### src/rtl/sr_alignment_detector_if.sv
// Bus between the SR alignment detector and its driver: update strobe, the two
// OMEGA_DT inputs, and the detector status.
interface sr_alignment_detector_if #(
  parameter int WIDTH = 18,
  parameter int CNT_W = 16
);
  logic                    clk_en;
  logic                    enable;
  logic signed [WIDTH-1:0] omega_dt_sr;
  logic signed [WIDTH-1:0] omega_dt_int;
  logic                    aligned;
  logic                    ignition_pulse;
  logic [WIDTH-1:0]        delta_abs;
  logic [1:0]              state;
  logic [CNT_W-1:0]        dwell_count;
  logic [CNT_W-1:0]        ignition_count;

  modport master (
    output clk_en, enable, omega_dt_sr, omega_dt_int,
    input  aligned, ignition_pulse, delta_abs, state, dwell_count, ignition_count
  );

  modport slave (
    input  clk_en, enable, omega_dt_sr, omega_dt_int,
    output aligned, ignition_pulse, delta_abs, state, dwell_count, ignition_count
  );
endinterface

### src/rtl/sr_alignment_detector.sv
// Declares alignment between the drifting SR f0 and an internal oscillator once
// |delta| stays in band for a dwell time; fires one ignition pulse per onset.
//
// state     | meaning
// ----------+---------------------------------------------------------------
// IDLE      | waiting for an in-band delta with enable high
// CANDIDATE | in band, counting dwell ticks towards ALIGNED
// ALIGNED   | aligned asserted; held while |delta| <= TOL_EXIT
// COOLDOWN  | refractory period, ignores enable and delta
module sr_alignment_detector #(
  parameter int WIDTH     = 18,
  parameter int CNT_W     = 16,
  parameter int TOL_ENTER = 4,
  parameter int TOL_EXIT  = 8,
  parameter int DWELL     = 400,
  parameter int COOLDOWN  = 2000
) (
  input logic                   clk,
  input logic                   rst,
  sr_alignment_detector_if.slave bus
);

  typedef enum logic [1:0] {
    S_IDLE    = 2'd0,
    S_CAND    = 2'd1,
    S_ALIGNED = 2'd2,
    S_COOL    = 2'd3
  } state_t;

  localparam logic [CNT_W-1:0] DWELL_FULL = CNT_W'(DWELL);
  localparam logic [CNT_W-1:0] DWELL_LAST = CNT_W'(DWELL - 1);
  localparam logic [CNT_W-1:0] COOL_LAST  = CNT_W'(COOLDOWN - 1);
  localparam logic [WIDTH-1:0] TOL_IN     = WIDTH'(TOL_ENTER);
  localparam logic [WIDTH-1:0] TOL_OUT    = WIDTH'(TOL_EXIT);

  state_t st, st_nx;
  logic [CNT_W-1:0] dwell_q, dwell_nx;
  logic [CNT_W-1:0] cool_q, cool_nx;
  logic [CNT_W-1:0] ign_q, ign_nx, ign_inc;
  logic             pulse_q, pulse_nx;
  logic             aligned_q;
  logic [WIDTH-1:0] delta_q, delta_mag;
  logic             delta_vld;
  logic             in_enter, in_hold;
  logic signed [WIDTH:0] diff;

  // The difference of two WIDTH-bit signed values always has |diff| < 2^WIDTH,
  // so the low WIDTH bits of the two's-complement negation are exact.
  assign diff      = {bus.omega_dt_sr[WIDTH-1], bus.omega_dt_sr}
                   - {bus.omega_dt_int[WIDTH-1], bus.omega_dt_int};
  assign delta_mag = (diff[WIDTH-1:0] ^ {WIDTH{diff[WIDTH]}}) + WIDTH'(diff[WIDTH]);

  // delta_vld keeps the reset value of delta_q from looking like an in-band sample.
  assign in_enter = delta_vld && (delta_q <= TOL_IN);
  assign in_hold  = delta_vld && (delta_q <= TOL_OUT);
  assign ign_inc  = (&ign_q) ? ign_q : ign_q + 1'b1;

  always_comb begin
    st_nx    = st;
    dwell_nx = dwell_q;
    cool_nx  = cool_q;
    ign_nx   = ign_q;
    pulse_nx = 1'b0;
    case (st)
      S_IDLE: begin
        dwell_nx = '0;
        if (bus.enable && in_enter) begin
          if (DWELL == 1) begin
            st_nx    = S_ALIGNED;
            dwell_nx = DWELL_FULL;
            pulse_nx = 1'b1;
            ign_nx   = ign_inc;
          end else begin
            st_nx    = S_CAND;
            dwell_nx = CNT_W'(1);
          end
        end
      end
      S_CAND: begin
        if (!bus.enable || !in_enter) begin
          st_nx    = S_IDLE;
          dwell_nx = '0;
        end else if (dwell_q == DWELL_LAST) begin
          st_nx    = S_ALIGNED;
          dwell_nx = DWELL_FULL;
          pulse_nx = 1'b1;
          ign_nx   = ign_inc;
        end else begin
          dwell_nx = dwell_q + 1'b1;
        end
      end
      S_ALIGNED: begin
        if (!bus.enable || !in_hold) begin
          st_nx    = S_COOL;
          cool_nx  = '0;
          dwell_nx = '0;
        end
      end
      S_COOL: begin
        if (cool_q == COOL_LAST) begin
          st_nx   = S_IDLE;
          cool_nx = '0;
        end else begin
          cool_nx = cool_q + 1'b1;
        end
      end
      default: begin
        st_nx    = S_IDLE;
        dwell_nx = '0;
        cool_nx  = '0;
      end
    endcase
  end

  always_ff @(posedge clk or posedge rst) begin
    if (rst) begin
      st        <= S_IDLE;
      dwell_q   <= '0;
      cool_q    <= '0;
      ign_q     <= '0;
      pulse_q   <= 1'b0;
      aligned_q <= 1'b0;
      delta_q   <= '0;
      delta_vld <= 1'b0;
    end else begin
      // The pulse self-clears on the following clk edge even without a strobe.
      pulse_q <= 1'b0;
      if (bus.clk_en) begin
        delta_q   <= delta_mag;
        delta_vld <= 1'b1;
        st        <= st_nx;
        dwell_q   <= dwell_nx;
        cool_q    <= cool_nx;
        ign_q     <= ign_nx;
        pulse_q   <= pulse_nx;
        aligned_q <= (st_nx == S_ALIGNED);
      end
    end
  end

  assign bus.state          = st;
  assign bus.aligned        = aligned_q;
  assign bus.ignition_pulse = pulse_q;
  assign bus.delta_abs      = delta_q;
  assign bus.dwell_count    = dwell_q;
  assign bus.ignition_count = ign_q;

endmodule

### src/flat_wrapper.sv
// flat-port wrapper written by rule: the top's interface ports become plain ports
module sr_alignment_detector_flat 
#(
  parameter int WIDTH     = 18,
  parameter int CNT_W     = 16,
  parameter int TOL_ENTER = 4,
  parameter int TOL_EXIT  = 8,
  parameter int DWELL     = 400,
  parameter int COOLDOWN  = 2000
)
  (clk, rst, bus_clk_en, bus_enable, bus_omega_dt_sr, bus_omega_dt_int, bus_aligned, bus_ignition_pulse, bus_delta_abs, bus_state, bus_dwell_count, bus_ignition_count);
  sr_alignment_detector_if #(.WIDTH(WIDTH), .CNT_W(CNT_W)) bus_i ();
  input logic clk;
  input logic rst;
  input wire logic [$bits(bus_i.clk_en)-1:0] bus_clk_en;
  input wire logic [$bits(bus_i.enable)-1:0] bus_enable;
  input wire logic [$bits(bus_i.omega_dt_sr)-1:0] bus_omega_dt_sr;
  input wire logic [$bits(bus_i.omega_dt_int)-1:0] bus_omega_dt_int;
  output wire logic [$bits(bus_i.aligned)-1:0] bus_aligned;
  output wire logic [$bits(bus_i.ignition_pulse)-1:0] bus_ignition_pulse;
  output wire logic [$bits(bus_i.delta_abs)-1:0] bus_delta_abs;
  output wire logic [$bits(bus_i.state)-1:0] bus_state;
  output wire logic [$bits(bus_i.dwell_count)-1:0] bus_dwell_count;
  output wire logic [$bits(bus_i.ignition_count)-1:0] bus_ignition_count;
  assign bus_i.clk_en = bus_clk_en;
  assign bus_i.enable = bus_enable;
  assign bus_i.omega_dt_sr = bus_omega_dt_sr;
  assign bus_i.omega_dt_int = bus_omega_dt_int;
  assign bus_aligned = bus_i.aligned;
  assign bus_ignition_pulse = bus_i.ignition_pulse;
  assign bus_delta_abs = bus_i.delta_abs;
  assign bus_state = bus_i.state;
  assign bus_dwell_count = bus_i.dwell_count;
  assign bus_ignition_count = bus_i.ignition_count;
  sr_alignment_detector #(.WIDTH(WIDTH), .CNT_W(CNT_W), .TOL_ENTER(TOL_ENTER), .TOL_EXIT(TOL_EXIT), .DWELL(DWELL), .COOLDOWN(COOLDOWN)) u_core (.clk(clk), .rst(rst), .bus(bus_i));
endmodule
### config.mk
export PLATFORM = sky130hd
export DESIGN_NAME = sr_alignment_detector_flat
export DESIGN_NICKNAME = d
export VERILOG_FILES = /design/src/rtl/sr_alignment_detector_if.sv /design/src/rtl/sr_alignment_detector.sv /design/src/flat_wrapper.sv
export SDC_FILE = /design/constraint.sdc
export NUM_CORES = 1
export LEC_CHECK = 0
export BUFFER_PORTS_ARGS = -buffer_cell sky130_fd_sc_hd__buf_2
export CAP_MARGIN = 5
export CORE_MARGIN = 3
export CORE_UTILIZATION = 52
export DETAILED_ROUTE_END_ITERATION = 7
export HOLD_SLACK_MARGIN = 0.05
export PLACE_DENSITY = 0.75
export SYNTH_ARGS = -nofsm -noshare
export SYNTH_HDL_FRONTEND = slang
export SYNTH_SLANG_ARGS = --single-unit
### constraint.sdc
create_clock -name clk -period 2.4 [get_ports clk]
set_input_delay 0.72 -clock clk [delete_from_list [all_inputs] [get_ports clk]]
set_output_delay 0.72 -clock clk [all_outputs]
set_load 0.01 [all_outputs]
# Word-level counts from Yosys, hierarchy flattened
# Index checks and enable logic that the tools add are counted.
# W data, S select, Z words.
[totals] latch_bits=0 n_memories=0 romBits=0 ramBits=0 register_bits=71 word_cells=57 inputBits=40 out_inout_bits=54
[classes] shifts=0 n_bitwise=3 eq_ne=7 n_lt_le_gt_ge=2 mul=0 div=0 n_reduce_logical=15 muxes=17 n_addsub=5
[ops] operator="$mux W16" n=4
[ops] operator="$add A16 B1 Y16 const B" n=3
[ops] operator="$pmux W16 S3" n=1
[ops] operator="$pmux W16 S2" n=1
[ops] operator="$sub A18 B18 Y19" n=1
[ops] operator="$add A18 B1 Y18" n=1
[ops] operator="$le A18 B3 Y1 const B" n=1
[ops] operator="$le A18 B4 Y1 const B" n=1
[ops] operator="$xor A18 B18 Y18" n=1
[ops] operator="$eq A16 B11 Y1 const B" n=1
[ops] operator="$eq A16 B9 Y1 const B" n=1
[ops] operator="$reduce_and A16 Y1" n=1
[ops] operator="$mux W2" n=5
[ops] operator="$pmux W2 S4" n=1
[ops] operator="$eq A2 B2 Y1 const B" n=3
[ops] operator="$reduce_and A3 Y1" n=2
[ops] operator="$mux W1" n=5
[ops] operator="$reduce_and A5 Y1" n=1
[ops] operator="$logic_and A1 B1 Y1" n=3
[ops] operator="$logic_not A1 Y1" n=3
[ops] operator="$reduce_bool A3 Y1" n=1
[ops] operator="$eq A2 B1 Y1 const B" n=1
[ops] operator="$logic_not A2 Y1" n=1
[ops] operator="$logic_or A1 B1 Y1" n=2
[ops] operator="other kinds (3)" n=4

# Depth between registers and ports, before layout
# Gate-level depths: netlist (run 1).
[depth] ltp_word=7 ltp_mapped=20 mapped_depth_nobuf=19

# Worst setup path after synthesis (run 1)
# OpenSTA, ideal clock, no wires.
[synth_timing] path_kind="input to register" from="in bus_omega_dt_sr[0]" to="reg u_core.delta_q[16] (netlist: u_core.bus.delta_abs[16])" arrival_time_ps=4747 setup_slack_ps=-2429 setup_ps=82 stages=18 cell_sequence="inv_1 -> ha_1 -> inv_1 -> fa_1 -> a21o_1 -> a221oi_4 -> nor3_2 -> o311ai_4 -> a31o_2 -> clkbuf_1 -> and2_1 -> ha_1 -> nor4b_1 -> nand3_1 -> nor4b_1 -> a31oi_1 -> or4_1 -> a31oi_1"
[synth_via] elab_chain_len=3
[synth_rtl] element="from (decl)" line_no="flat_wrapper.sv:17" rtl="input wire logic [$bits(bus_i.omega_dt_sr)-1:0] bus_omega_dt_sr;"
[synth_rtl] element="$sub A18 B18 Y19 (*)" line_no="sr_alignment_detector.sv:50" rtl="- {bus.omega_dt_int[WIDTH-1], bus.omega_dt_int};"
[synth_rtl] element="$xor A18 B18 Y18" line_no="sr_alignment_detector.sv:51" rtl="assign delta_mag = (diff[WIDTH-1:0] ^ {WIDTH{diff[WIDTH]}}) + WIDTH'(diff[WIDTH]);"
[synth_rtl] element="$add A18 B1 Y18 (*)" line_no="sr_alignment_detector.sv:51"
[synth_rtl] element="to (signal assigned)" line_no="sr_alignment_detector.sv:129" rtl="delta_q <= delta_mag;"
[synth_rtl] element="to (decl)" line_no="sr_alignment_detector.sv:42" rtl="logic [WIDTH-1:0] delta_q, delta_mag;"
# Mark *: on every way between the ends. The rest lies on a longest branch, timed or not.
# A chain may end at the register's enable or synchronous reset.

# Worst setup path after layout (run 1)
# Ends and elaborated chain as after synthesis.

==> impl_metrics.py, run 1 <==
metrics = {
    "routing": {
        "first_pass_iters": 6,
        "drt_iter0_drc": 668,
        "via_per_inst": 6.27,
        "num_vias": 6257,
        "drc": 0,
        "drtAntennaViolNets": 0,
        "wirelength_um": 20000,
        "routedWlPerCell_um": 20.1,
    },
    "timing": {
        "hold_viol_final": 0,
        "drv_slew": 0,
        "worst_slew_pin_slew_ps": 853,
        "finClkSkew_ps": 23.8,
        "worst_slack_ps": -1860,
        "min_period_ps": 4260,
        "timing.slew.headroom_pct": 42.2,
        "finalCritPeriodShare_pct": 177,
        "rsz0062_at_grt": "yes",
        "fmax_ghz": 0.235,
        "finalSetupViolations": 34,
        "tns_ps": -19980,
    },
    "clocking": {
        "htreeDepth": 3,
        "hold_buffers": 0,
        "clk_pin_slew_worst_paths_ps": 100,
        "insertion_delay_ps": 380,
        "cts_tree": "done",
        "cts_sinks": 71,
        "numCtsBuffers": 9,
        "cts_max_path_buffers": 2,
        "cts.root.buffer_cell": "clkbuf_8",
    },
    "pwr": {
        "ir_drop_mv": 0.370,
        "power_density_nw_per_um2": 614,
        "power.leakage_nw": 3.85,
    },
    "grt": {
        "antenna_found_initial": 0,
        "grt_max_degree": 43,
        "track_usage_pct": 30.2,
        "grt_pass1_vias": 5839,
        "grt_pass1_wl_um": 28000,
        "grt_overflow_total": 0,
    },
    "synth": {
        "syn-num-nets": 673,
        "yosys.area_share.simple_pct": 24.9,
        "synth_ff_type": "dfrtp_1",
        "avgSynthCellArea_um2": 8.69,
        "synth_edf_count": 0,
        "ys_types": 71,
        "synth_mux_area_share_pct": 2.47,
        "synth_compound_area_share_pct": 20.4,
        "synth_cells": 606,
        "synth_xor_area_share_pct": 8.30,
        "async_reset_ff_share_pct": 100,
        "synth_area_um2": 5260,
        "ys_seq_area_share_pct": 33.8,
        "synth_top_family_by_area": "simple AND/OR/NAND/NOR gates",
        "synth-seq-cells": 71,
        "yosys_warnings": 0,
        "synthAdderAreaFrac_pct": 6.56,
    },
    "setup_path": {
        "worstSetupPathType": "in -> reg",
        "critPathMaxFanout": 3,
        "required_ps": 2620,
        "r2r_cells": 10,
        "rrSetupSlack_ps": -160,
        "end_kind": "register",
        "arrival_ps": 4480,
        "r2r_start": "u_core.bus.delta_abs[5]",
        "r2r_end": "u_core.bus.ignition_count[15]",
        "start_kind": "input port",
    },
    "status": {
        "status": "finished, violations left",
        "violations": "negative setup slack",
    },
    "placement": {
        "io_buffers": 93,
        "dp_hpwl_um": 11500,
        "post_dp_cell_area_um2": 7060,
        "place_congestion": 0.948,
    },
    "floorplan": {
        "design.core.area_um2": 9820,
        "chipWidth_um": 107,
        "die_area_um2": 11400,
        "ios": 94,
        "die_h_um": 107,
        "row_count": 36,
        "initial_core_util_pct": 53.6,
    },
    "layout": {
        "final_layout_size_suffix_gt1_share_pct": 44.6,
        "layout_common_cells": "151 x buf_4, 92 x buf_2, 69 x dfrtp_1, 52 x nand2_1, 39 x nor2_1",
        "syn2layout_area_growth_pct": 53.1,
        "mostFrequentLayoutCell": "buf_4",
        "finalNetCount": 927,
        "n_fill_cell": 557,
        "diodes": 0,
        "stdcell_area_um2": 8060,
    },
    "min_path": {
        "min_path_type": "in -> async",
    },
    "job": {
        "drv_cap": 0,
    },
}
==> cells by family (layout without fill, tap and decap cells) <==
family / count (synthesis) / after routing
AO/OA/AOI/OAI: 152 / 152
buffers and inverters: 49 / 308
multiplexers: 12 / 12
XOR/XNOR: 46 / 46
AND/OR/NAND/NOR: 249 / 249
flip-flops: 71 / 71
adder cells (fa/ha/maj): 27 / 27
==> critical path, stage by stage <==
cell	delay, ps
buf_8	110
inv_12	40
ha_4	120
inv_2	40
fa_2	330
a21o_1	230
a221oi_4	350
nor3_4	80
o311ai_4	280
a31oi_4	190
xnor2_4	240
ha_4	170
and2_4	150
o221ai_4	100
a211oi_2	260
nand3_1	160
nor4_2	240
a31oi_1	100
buf_4	180
o31ai_1	270
a31oi_1	130
==> flip-flops by register name, indices dropped and copies added, names as in the netlist <==
register                   flops
u_core.bus.state               2
u_core.bus.delta_abs          18
u_core.bus.aligned             1
u_core.bus.ignition_count     16
u_core.delta_vld               1
u_core.cool_q                 16
u_core.bus.dwell_count        16
u_core.bus.ignition_pulse      1
==> layout make-up <==
cell class	instances	area (um^2)	area share (%)
multi-input combinational	486	3930	48.8
clock buffer	10	128	1.58
timing repair buffer	261	1830	22.7
tap	133	166	2.07
clock inverter	6	92.6	1.15
inverter	31	133	1.65
sequential	71	1780	22.1
==> synth_stat cells, types with 5 or more instances <==
cell	number	area, um^2
dfrtp_1	71	1780
nand2_1	58	218
nor2_1	51	191
o21ai_0	47	235
inv_1	31	116
ha_1	26	325
xnor2_1	26	228
and3_1	24	150
a21oi_1	23	115
nand3_1	23	115
xor2_1	17	149
clkbuf_1	15	56.3
nor3_1	15	75.1
nand4_1	12	75.1
a21o_1	11	82.6
a31oi_1	9	56.3
mux2_2	8	90.1
nand2b_1	8	50.1
nor4_1	8	50.1
o21a_1	8	60.1
and2_1	7	43.8
nor2b_1	7	43.8
or3_1	6	37.5
a211oi_1	5	37.5
nand3b_1	5	37.5
o31ai_1	5	37.5
or2_2	5	31.3
==> power breakdown <==
part	leakage, nW	internal, W	switching, W
clock network	0.103	0.000591	0.000509
logic	2.83	0.00106	0.00124
registers	0.916	0.00134	0.000217
==> repair_timing <==
item                       4_1_cts  5_1_grt
gates cloned                     0        1
hold endpoints to repair         0        0
setup endpoints to repair       36       47
setup buffers                   32       13
resized for setup               61       53
pin swaps                       52       43
==> how the worst max path moves through the flow <==
stage                       start                        to  slack [ps]  cells after the start
6_report       bus_omega_dt_sr[0]  u_core.bus.delta_abs[16]       -1860                     21
3_5_place_dp   bus_omega_dt_sr[0]  u_core.bus.delta_abs[16]       -2120                     20
4_1_cts        bus_omega_dt_sr[0]  u_core.bus.delta_abs[16]       -1580                     20
2_1_floorplan  bus_omega_dt_sr[0]  u_core.bus.delta_abs[16]       -2070                     20
3_3_place_gp   bus_omega_dt_sr[0]  u_core.bus.delta_abs[16]       -1990                     20
5_1_grt        bus_omega_dt_sr[0]  u_core.bus.delta_abs[16]       -2020                     21
==> through the flow <==
| stage | setup slack, ps | power, W | utilization (%) | cells | hold slack [ps] |
|---|---|---|---|---|---|
| 3_5_place_dp | -2120 | 0.00339 | 71.9 | 949 | 458 |
| 6_report | -1860 | 0.00495 | 82.0 | 998 | 268 |
| 3_3_place_gp | -1990 | 0.00333 | 71.9 | 949 | 455 |
| 4_1_cts | -1580 | 0.00461 | 79.3 | 992 | 288 |
| 5_1_grt | -2020 | 0.00514 | 82.0 | 998 | 294 |
| 2_1_floorplan | -2070 | 0.00259 | - | 606 | 438 |
==> routing by layer <==
layer / GRT usage (%) / vias to the layer above / share of wire (%)
li1: - / 2727 / -
met1: 37.9 / 2958 / 37
met2: 51.4 / 421 / 48
met3: 5.36 / 151 / 8.8
met4: 12.5 / 0 / 6.4
met5: 0 / - / 0
(Power assumes the default switching activity.)
==> run 2: changes to the inputs <==
CORE_MARGIN = not set   (was 3)
==> impl_metrics.py, run 2 (synthesized netlist as in run 1, its figures left out) <==
metrics = {
    "layout": {
        "largest_reg_flops": 18,
        "finalNetCount": 924,
        "diodes": 0,
        "layout_common_cells": "153 x buf_4, 92 x buf_2, 69 x dfrtp_1, 52 x nand2_1, 40 x nor2_1",
        "final_layout_size_suffix_gt1_share_pct": 44.2,
        "syn2layout_area_growth_pct": 50.8,
        "stdcell_area_um2": 7940,
        "mostFrequentLayoutCell": "buf_4",
    },
    "floorplan": {
        "design.core.area_um2": 9770,
        "chipWidth_um": 103,
        "ios": 94,
        "row_count": 36,
        "initial_core_util_pct": 53.9,
        "die_area_um2": 10500,
        "die_h_um": 103,
    },
    "timing": {
        "fmax_ghz": 0.243,
        "min_period_ps": 4120,
        "tns_ps": -19150,
        "rsz0062_at_grt": "yes",
        "finalSetupViolations": 24,
        "finalCritPeriodShare_pct": 172,
        "finClkSkew_ps": 19.3,
        "drv_slew": 0,
        "timing.slew.headroom_pct": 50.2,
        "worst_slack_ps": -1720,
        "whs_ps": 373,
        "worst_slew_pin_slew_ps": 735,
        "hold_viol_final": 0,
    },
    "pwr": {
        "total_power_w": 0.00490,
        "power_density_nw_per_um2": 618,
        "power.leakage_nw": 3.83,
        "ir_drop_mv": 0.377,
    },
    "setup_path": {
        "worstSetupPathType": "in -> reg",
        "arrival_ps": 4400,
        "required_ps": 2680,
        "critPathMaxStageDelay_ps": 430,
        "critPathMaxFanout": 2,
        "rrSetupSlack_ps": -170,
        "slowest_stage": "or4_1",
        "start_kind": "input port",
        "r2r_start": "u_core.bus.delta_abs[6]",
        "crit_path_cell_trace": "buf_8 > inv_12 > ha_4 > inv_2 > fa_2 > a21o_1 > a221oi_4 > nor3_4 > o311ai_4 > a31o_2 > and2_4 > ha_4 > and2_4 > o221ai_4 > a211oi_2 > nand3_2 > nor4_2 > a31oi_1 > or4_1 > a31oi_1",
        "r2r_cells": 10,
        "end_kind": "register",
        "r2r_end": "u_core.bus.ignition_count[5]",
    },
    "clocking": {
        "clk_pin_slew_worst_paths_ps": 100,
        "cts.root.buffer_cell": "clkbuf_8",
        "cts_sinks": 71,
        "cts_tree": "done",
        "numCtsBuffers": 9,
        "hold_buffers": 0,
        "insertion_delay_ps": 370,
        "htreeDepth": 3,
        "cts_max_path_buffers": 2,
    },
    "status": {
        "violations": "negative setup slack",
        "status": "finished, violations left",
    },
    "routing": {
        "drtAntennaViolNets": 0,
        "first_pass_iters": 5,
        "num_vias": 5994,
        "routedWlPerCell_um": 18.3,
        "drc": 0,
        "wirelength_um": 18200,
        "drt_iter0_drc": 424,
        "via_per_inst": 6.02,
    },
    "grt": {
        "grt_overflow_total": 0,
        "grt_max_degree": 37,
        "grt_pass1_wl_um": 25300,
        "antenna_found_initial": 0,
        "track_usage_pct": 30.5,
        "grt_pass1_vias": 5594,
    },
    "min_path": {
        "min_path_type": "in -> async",
    },
    "placement": {
        "preCtsSetupSlack_ps": -2220,
        "io_buffers": 93,
        "place_congestion": 1.00,
        "post_dp_cell_area_um2": 7070,
        "dp_hpwl_um": 11600,
    },
    "job": {
        "drv_cap": 0,
    },
}
[run 2: worst max path at each step]
stage                       start                        to  slack, ps  cells after the start
2_1_floorplan  bus_omega_dt_sr[0]  u_core.bus.delta_abs[16]      -2070                     20
3_3_place_gp   bus_omega_dt_sr[0]  u_core.bus.delta_abs[16]      -2020                     20
3_5_place_dp   bus_omega_dt_sr[0]  u_core.bus.delta_abs[16]      -2220                     20
4_1_cts        bus_omega_dt_sr[0]  u_core.bus.delta_abs[16]      -1620                     20
5_1_grt        bus_omega_dt_sr[0]  u_core.bus.delta_abs[16]      -1890                     20
6_report       bus_omega_dt_sr[0]  u_core.bus.delta_abs[16]      -1720                     20
[run 2: layout make-up]
cell class | instances | area, um^2
clock buffer | 9 | 124
inverter | 31 | 133
fill | 568 | 1840
multi-input combinational | 486 | 3830
timing repair buffer | 258 | 1790
clock inverter | 7 | 125
sequential | 71 | 1780
tap | 133 | 166
[run 2: stage by stage]
| stage | cells | util [%] |
|---|---|---|
| after CTS | 981 | 77.5 |
| after global routing | 995 | 81.2 |
| after detailed placement | 949 | 72.3 |
| final | 995 | 81.2 |
| after floorplan | 606 | - |
| after global placement | 949 | 72.3 |
[run 2: critical path, delay by kind of cell]
family | cells | cell delay [ps]
adders and majority gates | 3 | 580
and+or+nand+nor | 6 | 1190
AOI/OAI and AO/OA | 8 | 1730
buffers and inverters | 3 | 180
[run 2: layer usage]
layer  up-vias  routed length [um]  GRT usage, %
li1       2707                   -             -
met1      2922                7240          37.3
met2       286                9160          53.7
met3        79                1090          5.63
met4         0                 714          10.4
met5         -                   0             0
[run 2: report_power, final]
group          leakage, nW  switching, W  internal [W]  total [W]
clock                0.125      0.000526      0.000703    0.00123
sequential           0.916      0.000189       0.00134    0.00153
combinational         2.78       0.00115      0.000994    0.00215
total                 3.83       0.00187       0.00304    0.00490
[run 2: what timing repair did]
item                                    4_1_cts  5_1_grt
cloned                                        0        0
setup buffers                                27       16
endpoints found under the setup margin       35       41
pin swaps                                    34       29
gates resized for setup                      27       64
